--- src/rtl/rsvp_collector.sv ---
// rsvp_collector: gathers RSVPs from two hiking-club and two basketball members
// over valid/ready, closes on all-answered or timeout, then holds a snapshot
// until the consumer acknowledges it.
// Optional build macro DECLINE_LOCK_EN: the first answer per member is final.
// Without it, a repeated answer for the same member overwrites the earlier one.
module rsvp_collector #(
    parameter int TIMEOUT_CYCLES = 16,
    parameter int CNT_W          = 5
) (
    input  logic       Clk,
    input  logic       Rst_n,
    input  logic       start,
    input  logic       rsvp_valid,
    output logic       rsvp_ready,
    input  logic       rsvp_team,
    input  logic       rsvp_member,
    input  logic       rsvp_yes,
    output logic [1:0] hikingClub,
    output logic [1:0] basketBallTeam,
    output logic       snapshot_valid,
    input  logic       snapshot_ack,
    output logic       timed_out,
    output logic [3:0] responded
);

    typedef enum logic [1:0] {IDLE, COLLECT, DONE} state_t;

    typedef struct packed {
        logic team;
        logic member;
        logic yes;
    } rsvp_beat_t;

    localparam logic [CNT_W-1:0] LAST_CNT = CNT_W'(TIMEOUT_CYCLES - 1);

    state_t     state, state_nxt;
    rsvp_beat_t beat;
    logic [1:0] idx;
    logic [3:0] acc, acc_nxt, resp_nxt;
    logic [CNT_W-1:0] timer;
    logic       accept, complete, close, close_to;

    assign beat = '{team: rsvp_team, member: rsvp_member, yes: rsvp_yes};
    assign idx  = {beat.team, beat.member};

    // Next accumulator/responded values if the current beat is taken.
    always_comb begin
        accept   = (state == COLLECT) && rsvp_valid;
        acc_nxt  = acc;
        resp_nxt = responded;
        if (accept) begin
            resp_nxt[idx] = 1'b1;
`ifdef DECLINE_LOCK_EN
            if (!responded[idx])
                acc_nxt[idx] = beat.yes;
`else
            acc_nxt[idx] = beat.yes;
`endif
        end
        complete = accept && (resp_nxt == 4'hF);
    end

    // State register.
    always_ff @(posedge Clk or negedge Rst_n) begin
        if (!Rst_n) state <= IDLE;
        else        state <= state_nxt;
    end

    // Next-state and handshake outputs; completion takes priority over timeout.
    always_comb begin
        state_nxt      = state;
        rsvp_ready     = 1'b0;
        snapshot_valid = 1'b0;
        close          = 1'b0;
        close_to       = 1'b0;
        case (state)
            IDLE: begin
                if (start) state_nxt = COLLECT;
            end
            COLLECT: begin
                rsvp_ready = 1'b1;
                if (complete) begin
                    state_nxt = DONE;
                    close     = 1'b1;
                end else if (timer == LAST_CNT) begin
                    state_nxt = DONE;
                    close     = 1'b1;
                    close_to  = 1'b1;
                end
            end
            DONE: begin
                snapshot_valid = 1'b1;
                if (snapshot_ack) state_nxt = IDLE;
            end
            default: state_nxt = IDLE;
        endcase
    end

    // Window datapath: accumulators, responded map, timer, and snapshot load on close.
    always_ff @(posedge Clk or negedge Rst_n) begin
        if (!Rst_n) begin
            acc            <= '0;
            responded      <= '0;
            timer          <= '0;
            timed_out      <= 1'b0;
            hikingClub     <= '0;
            basketBallTeam <= '0;
        end else if (state == IDLE) begin
            if (start) begin
                acc       <= '0;
                responded <= '0;
                timer     <= '0;
                timed_out <= 1'b0;
            end
        end else if (state == COLLECT) begin
            acc       <= acc_nxt;
            responded <= resp_nxt;
            timer     <= timer + 1'b1;
            if (close) begin
                hikingClub     <= acc_nxt[1:0];
                basketBallTeam <= acc_nxt[3:2];
                timed_out      <= close_to;
            end
        end
    end

endmodule

--- config.mk ---
export PLATFORM = sky130hd
export DESIGN_NAME = rsvp_collector
export DESIGN_NICKNAME = d
export VERILOG_FILES = /design/src/rtl/rsvp_collector.sv
export SDC_FILE = /design/constraint.sdc
export NUM_CORES = 1
export LEC_CHECK = 0
export ABC_AREA = 1
export CORE_MARGIN = 5
export CORE_UTILIZATION = 45
export CTS_CLUSTER_SIZE = 16
export DETAILED_ROUTE_END_ITERATION = 16
export PLACE_DENSITY_LB_ADDON = 0.1
export SKIP_CTS_REPAIR_TIMING = 1
export SYNTH_ARGS = -nofsm -noshare
export SYNTH_HDL_FRONTEND = slang
export SYNTH_SLANG_ARGS = --single-unit
--- constraint.sdc ---
create_clock -name Clk -period 1.2 [get_ports Clk]
set_input_delay 0.24 -clock Clk [delete_from_list [all_inputs] [get_ports Clk]]
set_output_delay 0.24 -clock Clk [all_outputs]
set_load 0.02 [all_outputs]
==> run metrics <==
IO buf count=18; initial core utilization=0.468; Chip Width=approximately 58 um; Crit. End Element=flip-flop; Leakage=between 0.9 and 1 nW; share of the synthesized area in the top cell type=0.488; fin crit share=1.26; detailed placement HPWL=~1800 um; Die Y-Extent=57.7 um; CTS tree=built; Longest Clk Path Bufs=2; GRT Total Usage=0.165; Critical Path Source=state[1]; vias in the first global route=1008; failing checks=negative setup slack; cell with the most instances after synthesis=nand2_1; routed length per instance=13.2 um; number of diodes=0; Core Util, Final=0.790; total power=3.75 mW; PwrDens=roughly 2200 nW/um2; Max Transition Viols Final=0; Setup CP Type=flip-flop to flip-flop; sequential area share after synthesis=0.488; unrepaired setup endpoints after global routing=true; Hold Fails Final Rpt=0; status=finished, violations left; CTS H-tree lvls=1; total core area=~2200 um2; cell area after layout=around 1700 um2; yosys synthesis warning count=0; GPL Wtd Cong=around 0.85; final WL=roughly 2700 um; Die ar.=roughly 3300 um2; Post-synth EDFFs=0; max_cap viols=0; Synth Register Bits=20; RR Startpoint=state[1]; cell count after synthesis=around 120; post-route ant nets=0; Row Count=17; CP max FO=6; Yosys top cell by area=dfrtp_1; Required @ worst endpoint=1400 ps; largest net degree at the start of global routing=21; Avg Cell Area, Syn=approximately 8.3 um2; peak supply drop=between 1.5 and 2 mV; Final Worst Setup Slack=-308 ps; Yosys cell types=21; Data arrival, critical path=roughly 1700 ps; Final setup viols=22; Synth area leaders=dfrtp_1 49%, nand2_1 12%, inv_1 6.6%, o21ai_0 4.9%, nand3_1 3.4%; asr flop ratio synth=1.00; cts bufs inserted=3; CTS Root Cell=clkbuf_4; Setup Skew=between 3 and 4 ps; Syn Nets=133; first-pass GRT wire length=around 4300 um; worst setup slack after placement=-477 ps; Initial DRC Count=9; Final Critical Period=roughly 1500 ps; Clk pin slew, worst setup/hold paths=120 ps; placed cell area=between 1000 and 1500 um2; synthesis-to-layout area growth=68.9%; clk_lat worst skew=~300 ps; Min-Delay Path Class=input pin to async pin; gr ovfl total=0; fill cell count=133; drt drc=0; Via Count=~1000; vias per inst=between 4 and 5; fin nets=roughly 190; worst slew pin tran=~260 ps; Slew headroom=0.829; mapped cell area=roughly 1000 um2; reg2reg path depth=11; top post-synthesis cells by count=32 x nand2_1, 20 x dfrtp_1, 18 x inv_1, 10 x o21ai_0, 8 x nor2_1; I/O pin cnt=19; Startpoint Class=flip-flop; ys flop type=dfrtp_1; initial antenna violation count=0; drt pass-1 iters=4; CTS Sinks=20; max frequency=between 600 and 700 MHz; share of layout cells above drive strength 1=0.486
## through the flow
step | std cells | TNS [ps] | hold slack (ps)
global placement | 192 | -5930 | 461
CTS | 196 | -7280 | 274
global route | 205 | -4910 | 278
floorplan | 123 | -330 | -55.6
finish | 205 | -3390 | 266
detailed placement | 192 | -6080 | 469
## state kept, by name (all words and copies together) (netlist names)
name	flops
acc	4
basketBallTeam	2
hikingClub	2
responded	4
state	2
timed_out	1
timer	5
## path summary, 6_finish.rpt
path | slack (ps) | end
setup reg to reg | -310 | basketBallTeam[0]
min in group Clk | 500 | basketBallTeam[0]
hold reg to reg | 500 | basketBallTeam[0]
hold / removal | 270 | timer[3]
max in group asynchronous | 730 | acc[0]
setup / recovery | -310 | basketBallTeam[0]
## kinds of logic after synthesis
family | share of synthesized area
AND/OR/NAND/NOR | 0.282
flip-flops | 0.488
adder cells (fa/ha/maj) | 0.0244
buffers and inverters | 0.0781
AO/OA/AOI/OAI | 0.127
## worst max-delay path, cell delays in order (launching register included)
cell and delay, ps:
dfrtp_1 420, inv_2 70, buf_6 100, nand3_4 120, nor2_4 180, nor2_4 60
nor2_4 100, nand2_2 70, nand2_4 100, nand2_4 80, nand2_2 70, nand2_1 40
## final cells by class
cell class,instances,area [um2],share of cell area
Sequential cell,20,500,0.289
Inverter,19,76.3,0.0441
Timing Repair Buffer,51,479,0.277
Clock buffer,4,36.3,0.0210
Multi-Input combinational cell,83,603,0.349
Tap cell,28,35.0,0.0202
## power breakdown
part	switching, mW	internal (mW)	leakage (nW)
Combinational	1.20	1.08	0.703
Sequential	0.143	0.930	0.259
Clock	0.212	0.185	0.0210
Total	1.56	2.20	0.984
## per-layer routing
layer | track usage | vias to the layer above | share of wire
li1 | - | 505 | -
met5 | 0 | - | 0
met2 | 0.279 | 15 | 0.54
met1 | 0.212 | 485 | 0.42
met3 | 0.0223 | 2 | 0.031
met4 | 0.0629 | 0 | 0.0063
## placed cells by master, fill, tap and decap left out, types with 2 or more instances in the layout
cell type	count
nor2_4	6
inv_1	16
nor2_1	6
buf_6	11
clkdlybuf4s50_1	7
clkbuf_4	3
nand2_1	16
o21ai_2	9
nand2_2	13
nor2_2	2
buf_4	24
o21ai_1	3
dlymetal6s2s_1	8
o22ai_2	2
a22o_1	3
nand2_4	6
dfrtp_1	20
a21oi_1	3
nand3_1	6
nand3_4	2
inv_4	2
Power figures use the tool's default switching activity.
